`src/rtl/uart_link_pkg.sv`:
```
// Shared types and constants for the UART link controller.
// Header byte = {HDR_MAGIC, 2'b00, id}.
package uart_link_pkg;
  localparam logic [3:0] HDR_MAGIC = 4'hA;
  localparam int ID_W = 2;

  typedef enum logic [1:0] {IDLE, LOAD, WAIT_BUSY, WAIT_DONE} tx_state_e;
  typedef enum logic {HUNT, DATA} rx_state_e;
endpackage

```
`src/rtl/uart_link_ctrl_rr_arbiter.sv`:
```
// Round-robin request picker.
// The combinational pick starts at the registered pointer.
// The pointer moves past the winner whenever a grant is taken.
module rr_arbiter
  import uart_link_pkg::*;
#(
  parameter int NUM_REQ = 2
) (
  input  logic               clk,
  input  logic               rstn,
  input  logic [NUM_REQ-1:0] i_req,
  input  logic               i_advance,
  output logic               o_any,
  output logic [ID_W-1:0]    o_winner
);

  logic [ID_W-1:0] r_ptr;
  logic            w_any;
  logic [ID_W-1:0] w_winner;

  // Scan requesters in priority order r_ptr, r_ptr+1, ... (mod NUM_REQ).
  always_comb begin
    w_any    = 1'b0;
    w_winner = '0;
    for (int i = 0; i < NUM_REQ; i++) begin
      for (int j = 0; j < NUM_REQ; j++) begin
        if (!w_any && (j == ((int'(r_ptr) + i) % NUM_REQ)) && i_req[j]) begin
          w_any    = 1'b1;
          w_winner = ID_W'(j);
        end
      end
    end
  end

  always_ff @(posedge clk or negedge rstn) begin
    if (!rstn) begin
      r_ptr <= '0;
    end else if (i_advance && w_any) begin
      r_ptr <= (w_winner == ID_W'(NUM_REQ - 1)) ? '0 : ID_W'(w_winner + 1'b1);
    end
  end

  assign o_any    = w_any;
  assign o_winner = w_winner;

endmodule

```
`src/rtl/uart_link_ctrl.sv`:
```
// Shares one byte UART between NUM_REQ word requesters (TX).
// Reassembles incoming header+data frames (RX).
module uart_link_ctrl
  import uart_link_pkg::*;
#(
  parameter int NUM_REQ    = 2,
  parameter int DATA_WIDTH = 32,
  parameter int RX_TIMEOUT = 100000
) (
  input  logic                          clk,
  input  logic                          rstn,
  input  logic [NUM_REQ-1:0]            req_valid,
  input  logic [NUM_REQ*DATA_WIDTH-1:0] req_data,
  output logic [NUM_REQ-1:0]            req_ready,
  output logic [7:0]                    uart_data,
  output logic                          uart_en,
  input  logic                          uart_tx_busy,
  input  logic                          uart_rx_ready,
  input  logic [7:0]                    uart_rx_data,
  output logic                          rx_valid,
  output logic [ID_W-1:0]               rx_id,
  output logic [DATA_WIDTH-1:0]         rx_data,
  output logic                          frame_err
);

  localparam int BYTES = DATA_WIDTH / 8;
  localparam int IDX_W = $clog2(BYTES + 1);
  localparam int TMR_W = $clog2(RX_TIMEOUT + 1);

  tx_state_e              r_txState, w_txNext;
  logic [IDX_W-1:0]       r_byteIdx;
  logic [DATA_WIDTH-1:0]  r_txWord;
  logic [ID_W-1:0]        r_txId;
  logic [NUM_REQ-1:0]     r_reqReady;
  logic                   w_any;
  logic [ID_W-1:0]        w_winner;
  logic                   w_grant;
  logic [DATA_WIDTH-1:0]  w_selWord;
  logic [7:0]             w_curByte;

  rr_arbiter #(.NUM_REQ(NUM_REQ)) u_arb (
    .clk       (clk),
    .rstn      (rstn),
    .i_req     (req_valid),
    .i_advance (r_txState == IDLE),
    .o_any     (w_any),
    .o_winner  (w_winner)
  );

  assign w_grant = (r_txState == IDLE) && w_any;

  always_comb begin
    w_selWord = '0;
    for (int i = 0; i < NUM_REQ; i++) begin
      if (w_winner == ID_W'(i)) w_selWord = req_data[i*DATA_WIDTH +: DATA_WIDTH];
    end
  end

  // Byte 0 is the header; bytes 1..BYTES walk the word LSB first.
  always_comb begin
    w_curByte = {HDR_MAGIC, {(4-ID_W){1'b0}}, r_txId};
    for (int k = 1; k <= BYTES; k++) begin
      if (r_byteIdx == IDX_W'(k)) w_curByte = r_txWord[8*(k-1) +: 8];
    end
  end

  always_comb begin
    w_txNext = r_txState;
    case (r_txState)
      IDLE:      if (w_grant) w_txNext = LOAD;
      LOAD:      if (!uart_tx_busy) w_txNext = WAIT_BUSY;
      WAIT_BUSY: if (uart_tx_busy) w_txNext = WAIT_DONE;
      WAIT_DONE: if (!uart_tx_busy) w_txNext = (r_byteIdx == IDX_W'(BYTES)) ? IDLE : LOAD;
      default:   w_txNext = IDLE;
    endcase
  end

  always_ff @(posedge clk or negedge rstn) begin
    if (!rstn) r_txState <= IDLE;
    else       r_txState <= w_txNext;
  end

  always_ff @(posedge clk or negedge rstn) begin
    if (!rstn) begin
      r_byteIdx  <= '0;
      r_txWord   <= '0;
      r_txId     <= '0;
      r_reqReady <= '0;
    end else begin
      r_reqReady <= '0;
      if (w_grant) begin
        r_reqReady <= NUM_REQ'(1) << w_winner;
        r_txWord   <= w_selWord;
        r_txId     <= w_winner;
        r_byteIdx  <= '0;
      end else if (r_txState == WAIT_DONE && !uart_tx_busy && r_byteIdx != IDX_W'(BYTES)) begin
        r_byteIdx <= r_byteIdx + 1'b1;
      end
    end
  end

  // The enable is gated by busy so a byte is never handed to a busy UART.
  assign uart_en   = (r_txState == LOAD) && !uart_tx_busy;
  assign uart_data = (r_txState == IDLE) ? 8'h00 : w_curByte;
  assign req_ready = r_reqReady;

  rx_state_e              r_rxState, w_rxNext;
  logic                   r_rdyDly;
  logic [IDX_W-1:0]       r_rxCnt;
  logic [DATA_WIDTH-1:0]  r_rxShift;
  logic [DATA_WIDTH-1:0]  w_shiftNext;
  logic [ID_W-1:0]        r_hdrId;
  logic [TMR_W-1:0]       r_rxTimer;
  logic                   r_rxValid;
  logic [ID_W-1:0]        r_rxId;
  logic [DATA_WIDTH-1:0]  r_rxData;
  logic                   r_frameErr;
  logic                   w_strobe;
  logic                   w_hdrOk;
  logic                   w_last;
  logic                   w_timeout;

  assign w_strobe  = uart_rx_ready && !r_rdyDly;
  assign w_hdrOk   = (uart_rx_data[7:4] == HDR_MAGIC);
  assign w_last    = (r_rxState == DATA) && w_strobe && (r_rxCnt == IDX_W'(BYTES - 1));
  assign w_timeout = (r_rxState == DATA) && !w_strobe && (r_rxTimer == TMR_W'(RX_TIMEOUT - 1));

  always_comb begin
    w_shiftNext = r_rxShift;
    for (int k = 0; k < BYTES; k++) begin
      if (r_rxCnt == IDX_W'(k)) w_shiftNext[8*k +: 8] = uart_rx_data;
    end
  end

  always_comb begin
    w_rxNext = r_rxState;
    case (r_rxState)
      HUNT:    if (w_strobe && w_hdrOk) w_rxNext = DATA;
      DATA:    if (w_last || w_timeout) w_rxNext = HUNT;
      default: w_rxNext = HUNT;
    endcase
  end

  always_ff @(posedge clk or negedge rstn) begin
    if (!rstn) r_rxState <= HUNT;
    else       r_rxState <= w_rxNext;
  end

  // Timer restarts on every byte and only runs while a frame is open.
  always_ff @(posedge clk or negedge rstn) begin
    if (!rstn) begin
      r_rdyDly   <= 1'b0;
      r_rxCnt    <= '0;
      r_rxShift  <= '0;
      r_hdrId    <= '0;
      r_rxTimer  <= '0;
      r_rxValid  <= 1'b0;
      r_rxId     <= '0;
      r_rxData   <= '0;
      r_frameErr <= 1'b0;
    end else begin
      r_rdyDly   <= uart_rx_ready;
      r_rxValid  <= 1'b0;
      r_frameErr <= 1'b0;
      r_rxTimer  <= (w_strobe || r_rxState == HUNT) ? '0 : r_rxTimer + 1'b1;
      if (r_rxState == HUNT) begin
        if (w_strobe) begin
          if (w_hdrOk) begin
            r_hdrId <= uart_rx_data[ID_W-1:0];
            r_rxCnt <= '0;
          end else begin
            r_frameErr <= 1'b1;
          end
        end
      end else if (w_strobe) begin
        r_rxShift <= w_shiftNext;
        r_rxCnt   <= r_rxCnt + 1'b1;
        if (w_last) begin
          r_rxData  <= w_shiftNext;
          r_rxId    <= r_hdrId;
          r_rxValid <= 1'b1;
        end
      end else if (w_timeout) begin
        r_frameErr <= 1'b1;
        r_rxShift  <= '0;
      end
    end
  end

  assign rx_valid  = r_rxValid;
  assign rx_id     = r_rxId;
  assign rx_data   = r_rxData;
  assign frame_err = r_frameErr;

endmodule

```
`config.mk`:
```
export PLATFORM = sky130hd
export DESIGN_NAME = uart_link_ctrl
export DESIGN_NICKNAME = d
export VERILOG_FILES = /design/src/rtl/uart_link_pkg.sv /design/src/rtl/uart_link_ctrl_rr_arbiter.sv /design/src/rtl/uart_link_ctrl.sv
export SDC_FILE = /design/constraint.sdc
export NUM_CORES = 1
export LEC_CHECK = 0
export CAP_MARGIN = 20
export CORE_ASPECT_RATIO = 0.5
export CORE_UTILIZATION = 45
export DETAILED_ROUTE_END_ITERATION = 10
export DONT_BUFFER_PORTS = 1
export GPL_ROUTABILITY_DRIVEN = 0
export PLACE_DENSITY = 0.67
export SYNTH_ARGS = -nofsm -noshare
export SYNTH_HDL_FRONTEND = slang
export SYNTH_HIERARCHICAL = 1
export SYNTH_SLANG_ARGS = --single-unit
```
`constraint.sdc`:
```
create_clock -name clk -period 2.2 [get_ports clk]
set_clock_uncertainty 0.1 [all_clocks]
set_input_delay 0.11 -clock clk [delete_from_list [all_inputs] [get_ports clk]]
set_output_delay 0.11 -clock clk [all_outputs]
set_load 0.05 [all_outputs]
```
; ---- After elaboration in Yosys (flattened, before gate mapping)
; Cells that the tools add are included.
[totals]
reg_bits = 134
output_inout_bits = 47
elab_cells = 127
[op_classes]
add_sub_neg = 5
eq_ne = 19
shifts = 1
muxes = 46
n_bitwise = 2
reduce_logical = 38
[ops]
columns = operator, n
row1 = $mux W32, 4
row2 = $mux W8, 9
row3 = $logic_not A32 Y1, 2
row4 = $mux W1, 19
row5 = $mux W3, 6
row6 = $add A17 B1 Y17 const B, 1
row7 = $eq A17 B17 Y1 const B, 1
row8 = $logic_and A1 B1 Y1, 17
row9 = $mux W17, 1
row10 = $eq A3 B2 Y1 const B, 4
row11 = $mux W2, 5
row12 = $ne A2 B2 Y1 const B, 4
row13 = $pmux W2 S4, 1
row14 = $add A3 B1 Y3 const B, 2
row15 = $eq A3 B1 Y1 const B, 2
row16 = $logic_not A1 Y1, 6
row17 = $reduce_and A3 Y1, 2
row18 = $reduce_bool A2 Y1, 3
row19 = $eq A2 B2 Y1 const B, 2
row20 = $eq A4 B4 Y1 const B, 1
row21 = $logic_not A2 Y1, 2
row22 = $reduce_and A2 Y1, 2
row23 = $reduce_and A4 Y1, 1
row24 = $eq A3 B3 Y1 const B, 1
row25 = other kinds (11), 13

; ---- Longest topological paths before layout
; Gate-level depths: netlist (run 1).
[depth]
ltp_word = 18
depth_mapped = 7
mapped_depth_nobuf = 6

; ---- By module
; Netlist (run 1), hierarchy kept.
[modules_own_cells]
columns = mod, instances, cells_each, area_per_inst_um2, seq_area_each_um2
row1 = uart_link_ctrl, 1, 578, 5890.6, 3128.0
row2 = rr_arbiter, 1, 8, 65.1, 25.0

; ---- Worst setup path after synthesis (run 1)
; Ideal clock, no wire load.
[synth_path]
path_type = register -> output
start = reg r_byteIdx[0]
end = out uart_data[0]
t_arrival_ns = 2.007
slack_ns = -0.017
path_stages_with_launch = 8
path_cell_list = dfrtp_1 -> inv_1 -> ha_1 -> clkbuf_1 -> o21bai_1 -> a21oi_1 -> o21ai_0 -> a21oi_1
[synth_via]
elab_chain_len = 6
[synth_lines]
columns = item, line_no
row1 = start: declaration, uart_link_ctrl.sv:31  ; logic [IDX_W-1:0] r_byteIdx;
row2 = start signal: assignment, uart_link_ctrl.sv:97  ; r_byteIdx <= r_byteIdx + 1'b1;
row3 = $eq A3 B1 Y1, uart_link_ctrl.sv:63  ; if (r_byteIdx == IDX_W'(k)) w_curByte = r_txWord[8*(k-1) +: 8];
row4 = $mux W8 (3 in series), uart_link_ctrl.sv:63
row5 = $mux W8 *, uart_link_ctrl.sv:63
row6 = $mux W8 *, uart_link_ctrl.sv:104  ; assign uart_data = (r_txState == IDLE) ? 8'h00 : w_curByte;
row7 = end: declaration, uart_link_ctrl.sv:15  ; output logic [7:0] uart_data,
; Mark *: on every way between the ends. The rest lies on a longest branch, timed or not.

; ---- Worst setup path in the final report (run 1)
[layout_path]
start = reg r_byteIdx[1]
end = out uart_data[5]
; Same word-level chain as after synthesis.

==> out/metrics.yaml, run 1 <==
antenna_found_initial: 0
worst_ir_drop_on_vdd_mv: 1.42
path_max_fanout: 7
vias: 4698
final_common_cell: "sky130_fd_sc_hd__dfrtp_1"
whs_ns: -0.706
top_level_ports: 125
place.detailed.instances: 746
global_route.overflow_total: 0
ctsLongestPathBuffers: 2
area_growth_syn_to_layout_pct: 30.8
crit_type: "reg2out"
cts_buffers: 17
globalRouteTotalUtil: 0.227
worstPathRequired_ns: 1.99
drcViolationCount: 0
relSlewSlack: 0.541
synth_seq_cells: 126
rsz0062_at_grt: "yes"
worst_setup_hold_path_clk_slew_ns: 0.06
synthesis.area_mm2: 0.00596
antenna-diode-count: 0
period_utilization: 0.997
cellPowerDensity_mw_per_mm2: 1440
maxSlewViolCount: 0
clk-insertion-delay-late_ns: 0.41
setup.worst_path.start_class: "register"
synthesis.area_per_instance_um2: 10.2
finalNetCount: 771
clock_sink_count: 126
cp.arrival_ns: 1.98
synthCells: 586
initial_utilization: 0.466
drt-vias-per-instance: 5.46
most-common-layout-cells: "124 x sky130_fd_sc_hd__dfrtp_1, 103 x sky130_fd_sc_hd__nand2_1, 77 x sky130_fd_sc_hd__dlygate4sd3_1"
violated_checks: "negative hold slack"
tightestPinTransition_ns: 0.685
grt_first_pass_wirelength_um: 23900
yosys_most_used_dff: "sky130_fd_sc_hd__dfrtp_1"
yosysWarnings: 6
first_global_vias: 4713
cts_tree: "done"
stdcell_count: 860
first_iter_violations: 272
synth_seq_area_share: 0.529
hold_viol: 126
syn_nets: 680
timing.max_cap.violations: 0
cts.root.buffer_cell: "sky130_fd_sc_hd__clkbuf_16"
cts_hold_repair.buffers: 77
crit_start: "r_byteIdx[1]$_DFFE_PN0P_"
chipWidth_um: 165
final_layout_size_suffix_gt1_frac: 0.133
synth.lib_cells_used.distinct: 42
critical_path.endpoint_type: "primary output"
fp.dieH_um: 83.4
postSynth.asyncResetShare: 1.00
cts-htree-levels: 4
period_minus_slack_ns: 2.19
critical_path.reg2reg.startpoint: "r_rxTimer[0]$_DFF_PN0_"
drt-total-wl_um: 15000
antenna_left: 0
setup_viol_count_final: 0
run_status: "finished, violations left"
dp_hpwl_um: 9340
core-area_mm2: 0.0128
std_cell_rows: 29
hold_path_class: "in2async"
timing.fmax_mhz: 456
floorplan_die_area_mm2: 0.0137
drt-wirelength-per-cell_um: 17.4
synth_enable_flop_cells: 0
p_leak_nw: 3.67
grt_start_max_net_pins: 127
firstDrtPassIters: 5
port_buffers: 0
==> cells by family after synthesis <==
kind of cell               after synthesis  synth area share
muxes                                   61             0.103
and+or+nand+nor                        182             0.142
other                                    1          0.000630
adders and majority gates               16            0.0336
buffers and inverters                   50            0.0336
xor gates and xnor gates                11            0.0162
AOI/OAI and AO/OA                      139             0.141
DFF                                    126             0.529
==> worst max-delay path: stages (launching register included) <==
cell,delay (ns)
sky130_fd_sc_hd__dfrtp_2,0.45
sky130_fd_sc_hd__buf_6,0.13
sky130_fd_sc_hd__ha_4,0.15
sky130_fd_sc_hd__ha_4,0.19
sky130_fd_sc_hd__buf_6,0.14
sky130_fd_sc_hd__nand2b_1,0.07
sky130_fd_sc_hd__nand3_1,0.10
sky130_fd_sc_hd__a21oi_2,0.16
sky130_fd_sc_hd__buf_6,0.17
==> registers in the layout (all words and copies together), names as in the netlist, 3 cells and up <==
name and count:
r_txWord 32, rx_data 32, r_byteIdx 3, r_rxTimer 17, r_rxCnt 3, r_rxShift 24
==> cell type report <==
type / count / area (um2)
Tap cell: 170 / 213
Fill cell: 1009 / 4980
Clock inverter: 10 / 113
Timing Repair Buffer: 105 / 1030
Clock buffer: 22 / 464
Multi-Input combinational cell: 410 / 2740
Inverter: 17 / 66.3
Sequential cell: 126 / 3160
==> power breakdown <==
part           switching, mW  internal (mW)
Combinational           2.08           1.68
Clock                   1.01           1.72
Sequential              1.54           3.19
==> per-stage QoR <==
stage	utilization	total power [mW]	TNS [ns]	setup WS, ns	instance area [um2]
5_1_grt	0.610	11.9	-0.357	-0.102	7790
2_1_floorplan	-	6.97	0	0.0257	5970
3_3_place_gp	0.488	7.84	0	0.257	6240
4_1_cts	0.600	11.1	-0.106	-0.0382	7660
3_5_place_dp	0.488	7.92	0	0.187	6240
6_report	0.610	11.2	0	0.00557	7790
==> synth_stat cells (2+ instances only) <==
master | instances | area, um2
sky130_fd_sc_hd__dfrtp_1 | 126 | 3150
sky130_fd_sc_hd__o21bai_1 | 2 | 15.0
sky130_fd_sc_hd__nand2b_1 | 6 | 37.5
sky130_fd_sc_hd__buf_1 | 4 | 15.0
sky130_fd_sc_hd__or2_2 | 2 | 12.5
sky130_fd_sc_hd__a21oi_1 | 19 | 95.1
sky130_fd_sc_hd__nor3b_1 | 3 | 22.5
sky130_fd_sc_hd__mux2i_1 | 57 | 571
sky130_fd_sc_hd__and3_1 | 4 | 25.0
sky130_fd_sc_hd__nand2_1 | 104 | 390
sky130_fd_sc_hd__buf_2 | 7 | 35.0
sky130_fd_sc_hd__a221oi_1 | 4 | 35.0
sky130_fd_sc_hd__clkbuf_1 | 21 | 78.8
sky130_fd_sc_hd__inv_1 | 17 | 63.8
sky130_fd_sc_hd__and2_1 | 5 | 31.3
sky130_fd_sc_hd__nor4_1 | 2 | 12.5
sky130_fd_sc_hd__nor2_1 | 20 | 75.1
sky130_fd_sc_hd__or3_2 | 2 | 15.0
sky130_fd_sc_hd__or3_1 | 3 | 18.8
sky130_fd_sc_hd__a22o_1 | 28 | 245
sky130_fd_sc_hd__mux2_2 | 4 | 45.0
sky130_fd_sc_hd__nor2b_1 | 7 | 43.8
sky130_fd_sc_hd__a31oi_1 | 4 | 25.0
sky130_fd_sc_hd__xnor2_1 | 5 | 43.8
sky130_fd_sc_hd__nand4b_1 | 2 | 17.5
sky130_fd_sc_hd__ha_1 | 16 | 200
sky130_fd_sc_hd__xor2_1 | 6 | 52.6
sky130_fd_sc_hd__o21ai_0 | 78 | 390
sky130_fd_sc_hd__nand3_1 | 8 | 40.0
sky130_fd_sc_hd__nor3_1 | 3 | 15.0
sky130_fd_sc_hd__nand4_1 | 6 | 37.5
==> per-layer routing <==
metal / wire length [um] / global-route usage
met1: 6440 / 0.278
met2: 7600 / 0.392
met3: 681 / 0.0534
met4: 256 / 0.0776
met5: 0 / 0
==> what timing repair did <==
item	in CTS	in global routing
pin swaps	2	10
hold endpoints to repair	226	126
gates resized for setup	18	34
buffers inserted	2	3
endpoints found under the setup margin	8	28
==> path summary, 6_finish.rpt <==
path	endpoint	slack, ns	cells past startpoint
max	uart_data[5]	0.006	8
max reg2reg	r_rxShift[13]$_DFFE_PN0P_	0.19	6
max in group asynchronous	r_byteIdx[1]$_DFFE_PN0P_	2.51	0
min in group clk	req_ready[0]$_DFF_PN0_	0.07	3
min	r_rxTimer[9]$_DFF_PN0_	-0.71	0
min reg2reg	rx_id[0]$_DFFE_PN0P_	0.37	2
Power figures use the tool's default switching activity.
==> inputs of run 2 (changes only) <==
ABC_AREA = 0   (was default)
CTS_BUF_LIST = sky130_fd_sc_hd__clkbuf_8 sky130_fd_sc_hd__clkbuf_16   (was default)
==> run 2 against run 1 <==
  * The flow still finishes with violations (negative hold slack)
  * Total power fell by 0.13%
  * Hold slack hardly changed
  * Design area is the same
  * Via count grew 0.57%
==> out/metrics.yaml, run 2 (synthesis results as in run 1) <==
globalRouteTotalUtil: 0.227  # unchanged
relSlewSlack: 0.539  # -0.00280
rrSetupSlack_ns: 0.18  # about the same
antenna_found_initial: 0  # unchanged
global_route.overflow_total: 0  # unchanged
cp.arrival_ns: 1.99  # about the same
run_status: "finished, violations left"
first_global_vias: 4713  # unchanged
grt_start_max_net_pins: 127  # unchanged
vias: 4725  # +0.57%
most-common-layout-cells: "124 x sky130_fd_sc_hd__dfrtp_1, 103 x sky130_fd_sc_hd__nand2_1, 77 x sky130_fd_sc_hd__dlygate4sd3_1"
firstDrtPassIters: 6  # +1
fraction_of_the_core_area_covered_by_cells_at_the_end_of_the_flow: 0.610  # unchanged
cts_hold_repair.buffers: 77  # unchanged
maxSlewViolCount: 0  # unchanged
top_level_ports: 125  # unchanged
cts.root.buffer_cell: "sky130_fd_sc_hd__clkbuf_16"
cts-htree-levels: 4  # unchanged
finalSetupTns_ns: 0  # unchanged
period_minus_slack_ns: 2.20  # +0.00123 ns
finalNetCount: 771  # unchanged
worst_r2r_path_depth: 6  # unchanged
final_common_cell: "sky130_fd_sc_hd__dfrtp_1"
std_cell_rows: 29  # unchanged
worst_ir_drop_on_vdd_mv: 1.42  # about the same
violated_checks: "negative hold slack"
initial_utilization: 0.466  # unchanged
hold_path_class: "in2async"
drcViolationCount: 0  # unchanged
timing.max_cap.violations: 0  # unchanged
whs_ns: -0.706  # -0.00000300 ns
report.power.total_mw: 11.2  # -0.13%
cellPowerDensity_mw_per_mm2: 1440  # -0.13%
critical_path.reg2reg.startpoint: "r_rxTimer[0]$_DFF_PN0_"
ctsLongestPathBuffers: 2  # unchanged
setup.worst_path.start_class: "register"
drt-total-wl_um: 14900  # -0.25%
cts_buffers: 17  # unchanged
highest_metal_layer_used_by_the_detailed_router: "met4"
p_leak_nw: 3.68  # +0.34%
core-area_mm2: 0.0128  # unchanged
antenna-diode-count: 0  # unchanged
critical_path.endpoint_type: "primary output"
antenna_left: 0  # unchanged
r2r_end: "r_rxShift[13]$_DFFE_PN0P_"
crit_type: "reg2out"
chipWidth_um: 165  # unchanged
setup_viol_count_final: 0  # unchanged
timing.fmax_mhz: 455  # about the same
final_layout_size_suffix_gt1_frac: 0.133  # unchanged
dp_hpwl_um: 9340  # unchanged
drt-vias-per-instance: 5.49  # +0.57%
met3RoutedLength_um: 690  # +1.3%
rsz0062_at_grt: "yes"
worstPathRequired_ns: 1.99  # about the same
area_growth_syn_to_layout_pct: 30.8  # unchanged
met1_length_um: 6430  # -0.22%
drt-wirelength-per-cell_um: 17.4  # -0.25%
period_utilization: 0.998  # about the same
first_iter_violations: 269  # -1.1%
hold_viol: 126  # unchanged
worst_setup_hold_path_clk_slew_ns: 0.06  # about the same
tightestPinTransition_ns: 0.689  # +0.00419 ns
floorplan_die_area_mm2: 0.0137  # unchanged
fp.dieH_um: 83.4  # unchanged
path_max_fanout: 7  # unchanged
port_buffers: 0  # unchanged
met2_length_um: 7610  # about the same
clk-insertion-delay-late_ns: 0.41  # about the same
clock_sink_count: 126  # unchanged
grt_first_pass_wirelength_um: 23900  # unchanged
cts_tree: "done"
run 2: cell types whose count changed in the layout (fill, tap and decap cells not counted):
cell | previous run | this run
sky130_fd_sc_hd__inv_1 | 15 | 18
sky130_fd_sc_hd__clkbuf_1 | 3 | 0
run 2: routing by layer:
metal / vias up / track usage
li1: 2245 / -
met1: 2321 / 0.278
met2: 135 / 0.392
met3: 24 / 0.0534
met4: 0 / 0.0776
met5: - / 0
run 2: final cells by class:
class	count	area, um2
Inverter	17	66.3
Multi-Input combinational cell	410	2740
Clock buffer	19	453
Timing Repair Buffer	105	1030
Clock inverter	13	124
Tap cell	170	213
Sequential cell	126	3160
Fill cell	1009	4980
run 2: worst max path at each step:
stage / cells past startpoint / to / from / slack, ns
after floorplan: 6 / uart_data[2] / r_byteIdx[0]$_DFFE_PN0P_ / 0.03
after global placement: 6 / r_rxShift[15]$_DFFE_PN0P_ / r_rxTimer[0]$_DFF_PN0_ / 0.26
after detailed placement: 6 / r_rxShift[14]$_DFFE_PN0P_ / r_rxTimer[0]$_DFF_PN0_ / 0.19
after CTS: 7 / uart_data[4] / r_byteIdx[0]$_DFFE_PN0P_ / -0.04
after global routing: 8 / uart_data[5] / r_byteIdx[0]$_DFFE_PN0P_ / -0.10
final: 8 / uart_data[5] / r_byteIdx[1]$_DFFE_PN0P_ / 0.004
run 2: repair_timing:
item	in CTS	in global routing
endpoints found under the hold margin	226	126
setup buffers	2	3
pin swaps	2	10
resized for setup	18	34
setup endpoints to repair	8	28
run 2: critical path, cell delays in order, from the launching register on:
cell and delay (ns):
sky130_fd_sc_hd__dfrtp_2 0.45, sky130_fd_sc_hd__buf_6 0.13, sky130_fd_sc_hd__ha_4 0.15, sky130_fd_sc_hd__ha_4 0.19, sky130_fd_sc_hd__buf_6 0.14, sky130_fd_sc_hd__nand2b_1 0.07, sky130_fd_sc_hd__nand3_1 0.11, sky130_fd_sc_hd__a21oi_2 0.16
sky130_fd_sc_hd__buf_6 0.17
run 2: metrics by stage:
step / setup slack (ns) / cells / instance area [um2]
5_1_grt: -0.102 / 860 / 7790
2_1_floorplan: 0.0257 / 586 / 5970
4_1_cts: -0.0382 / 857 / 7660
6_report: 0.00434 / 860 / 7790
3_5_place_dp: 0.187 / 746 / 6240
3_3_place_gp: 0.257 / 746 / 6240
run 2: power breakdown:
group | switching [mW] | total (mW) | internal (mW)
combinational | 2.08 | 3.76 | 1.68
clock | 1.01 | 2.72 | 1.71
sequential | 1.54 | 4.73 | 3.19
==> inputs of run 3 (changes only) <==
BUFFER_PORTS_ARGS = -buffer_cell sky130_fd_sc_hd__buf_4   (was default)
CORE_UTILIZATION = 55   (was 45)
DONT_BUFFER_PORTS = default   (was 1)
PLACE_DENSITY = 0.87   (was 0.67)
==> run 3 against run 2 <==
  * The run ends with negative setup slack left
  * Die area down 18%
  * Combinational power up 60%
  * Design area up 13%
  * Total power up 16%
  * Global-route usage up 15 points
  * Critical endpoint is now uart_data[4]
==> out/metrics.yaml, run 3 (synthesis results as in run 1) <==
std_cell_rows: 26  # -10%
setup_ws_ns: -0.651  # -0.655 ns
fraction_of_the_core_area_covered_by_cells_at_the_end_of_the_flow: 0.847  # +0.237
drt-total-wl_um: 23000  # +54%
worst_ir_drop_on_vdd_mv: 0.855  # -40%
timing.fmax_mhz: 351  # -23%
r2r_end: "r_txState[0]$_DFFE_PN0P_"
initial_utilization: 0.574  # +0.108
dp_hpwl_um: 10100  # +7.8%
multi_input_combinational_cell_area_mm2: 0.00281  # +2.5%
worst_setup_hold_path_clk_slew_ns: 0.07  # about the same
crit_path_cell_trace: "inv_1 > ha_2 > nor2b_4 > a22o_1 > a221oi_2 > nor2_2 > buf_6"
globalRouteTotalUtil: 0.375  # +0.147
final_common_cell: "sky130_fd_sc_hd__buf_4"
critical_path.endpoint_type: "primary output"
area_growth_syn_to_layout_pct: 47.6
stdcell_count: 952  # +11%
critical_path.reg2reg.startpoint: "r_txState[1]$_DFFE_PN0P_"
place.detailed.instances: 829  # +11%
floorplan_die_area_mm2: 0.0113  # -18%
rsz0062_at_grt: "yes"
clock_sink_count: 126  # unchanged
antenna_found_initial: 2  # +2
p_leak_nw: 4.31  # +17%
drcViolationCount: 0  # unchanged
timing.max_cap.violations: 0  # unchanged
drt-vias-per-instance: 6.31  # +15%
tightestPinTransition_ns: 0.807  # +0.118 ns
cts-htree-levels: 4  # unchanged
cts_buffers: 17  # unchanged
cp.arrival_ns: 2.64  # +0.65 ns
antenna_left: 0  # unchanged
rrSetupSlack_ns: -0.16  # -0.34 ns
clk-insertion-delay-late_ns: 0.42  # about the same
maxSlewViolCount: 0  # unchanged
fin_area_mm2: 0.00879  # +13%
core-area_mm2: 0.0104  # -19%
final-seq-area_mm2: 0.00316  # unchanged
worstPathRequired_ns: 1.99  # about the same
first_global_vias: 5864  # +24%
firstDrtPassIters: 8  # +2
vias: 6009  # +27%
top_level_ports: 125  # unchanged
period_minus_slack_ns: 2.85  # +0.655 ns
global_route.overflow_total: 0  # unchanged
chipWidth_um: 149  # -9.4%
grt_first_pass_wirelength_um: 30900  # +29%
crit_type: "reg2out"
hold_viol: 0  # -100%
run_status: "finished, violations left"
setup.worst_path.start_class: "register"
grt_start_max_net_pins: 44  # -65%
cpPeakStageDelay_ns: 0.70  # +0.25 ns
cts.root.buffer_cell: "sky130_fd_sc_hd__clkbuf_16"
hold_path_class: "in2async"
relSlewSlack: 0.462  # -0.0765
cellPowerDensity_mw_per_mm2: 1480  # +2.8%
crit_start: "r_byteIdx[1]$_DFFE_PN0P_"
fillerInstances: 451  # -55%
final_layout_size_suffix_gt1_frac: 0.285  # +0.152
finalNetCount: 892  # +16%
crit_end: "uart_data[4]"
violated_checks: "negative setup slack"
path_max_fanout: 6  # -1
drt-wirelength-per-cell_um: 24.1  # +39%
setup_viol_count_final: 16  # +16
port_buffers: 124  # +124
first_iter_violations: 712  # +160%
critical_path.slowest_cell: "sky130_fd_sc_hd__a221oi_2"
fp.dieH_um: 75.6  # -9.3%
worst_r2r_path_depth: 6  # unchanged
most-common-layout-cells: "135 x sky130_fd_sc_hd__buf_4, 124 x sky130_fd_sc_hd__dfrtp_1, 103 x sky130_fd_sc_hd__nand2_1"
place_area_mm2: 0.00707  # +13%
period_utilization: 1.30  # +0.298
cts_tree: "done"
ctsLongestPathBuffers: 2  # unchanged
==> run 3: cell count changes in the layout (fill, tap and decap cells not counted), moves of 3 or more <==
cell and change:
sky130_fd_sc_hd__a21oi_2 +4, sky130_fd_sc_hd__o21ai_1 -7, sky130_fd_sc_hd__inv_1 -3, sky130_fd_sc_hd__clkbuf_8 +4, sky130_fd_sc_hd__nor2_2 +3, sky130_fd_sc_hd__nor2_1 -3
sky130_fd_sc_hd__buf_4 +119, sky130_fd_sc_hd__o21ai_2 +5, sky130_fd_sc_hd__a21oi_1 -4
==> run 3: through the flow <==
stage	setup slack, ns	TNS [ns]	power [mW]	hold slack [ns]
3_5_place_dp	0.164	0	8.45	0.0302
2_1_floorplan	0.0257	0	6.97	-0.286
6_report	-0.651	-2.74	13.0	0.132
3_3_place_gp	0.226	0	8.29	0.0267
5_1_grt	-0.566	-3.63	13.4	0.192
4_1_cts	-0.0239	-0.0533	11.7	0.143
==> run 3: routing by layer <==
metal | track usage | part of all wire | up-vias
li1 | - | - | 2477
met1 | 0.413 | 0.36 | 2879
met2 | 0.650 | 0.45 | 477
met3 | 0.127 | 0.12 | 176
met4 | 0.229 | 0.068 | 0
met5 | 0.00833 | 0 | -
==> run 3: worst min-delay path by stage <==
stage	startpoint	end	slack, ns	cells past startpoint
2_1_floorplan	rstn	frame_err$_DFF_PN0_	-0.29	0
3_3_place_gp	rstn	r_txWord[21]$_DFFE_PN0P_	0.03	1
3_5_place_dp	rstn	r_txWord[21]$_DFFE_PN0P_	0.03	1
4_1_cts	rstn	r_txWord[24]$_DFFE_PN0P_	0.14	2
5_1_grt	rstn	r_txWord[15]$_DFFE_PN0P_	0.19	2
6_report	rstn	r_txWord[21]$_DFFE_PN0P_	0.13	2
==> run 3: power by group <==
part / leakage (nW) / switching [mW] / internal (mW)
registers: 1.67 / 0.846 / 3.21
logic: 2.34 / 3.82 / 2.19
clock network: 0.297 / 1.10 / 1.84
==> run 3: what timing repair did <==
| action | CTS | global route |
|---|---|---|
| cloned | 0 | 0 |
| resized for setup | 17 | 47 |
| pin swaps | 3 | 14 |
| setup endpoints to repair | 8 | 33 |
| hold buffers | 77 | 0 |
| setup buffers | 7 | 6 |
| endpoints found under the hold margin | 116 | 0 |
==> run 3: area by class of cell <==
class	count	share of cell area
well taps	140	0.0199
multi-input cells	410	0.320
repair buffers	226	0.224
clock inverters	9	0.0121
inverters	17	0.00726
clock buffers	23	0.0578
diodes	1	0.000285
flip-flops and latches	126	0.359
==> run 3: critical path: cells and delay by family, from the launching register on <==
kind	cells	cell delay, ns
adders and majority gates	1	0.24
buffers and inverters	2	0.31
AOI/OAI and AO/OA	2	0.93
and+or+nand+nor	2	0.29
DFF	1	0.43
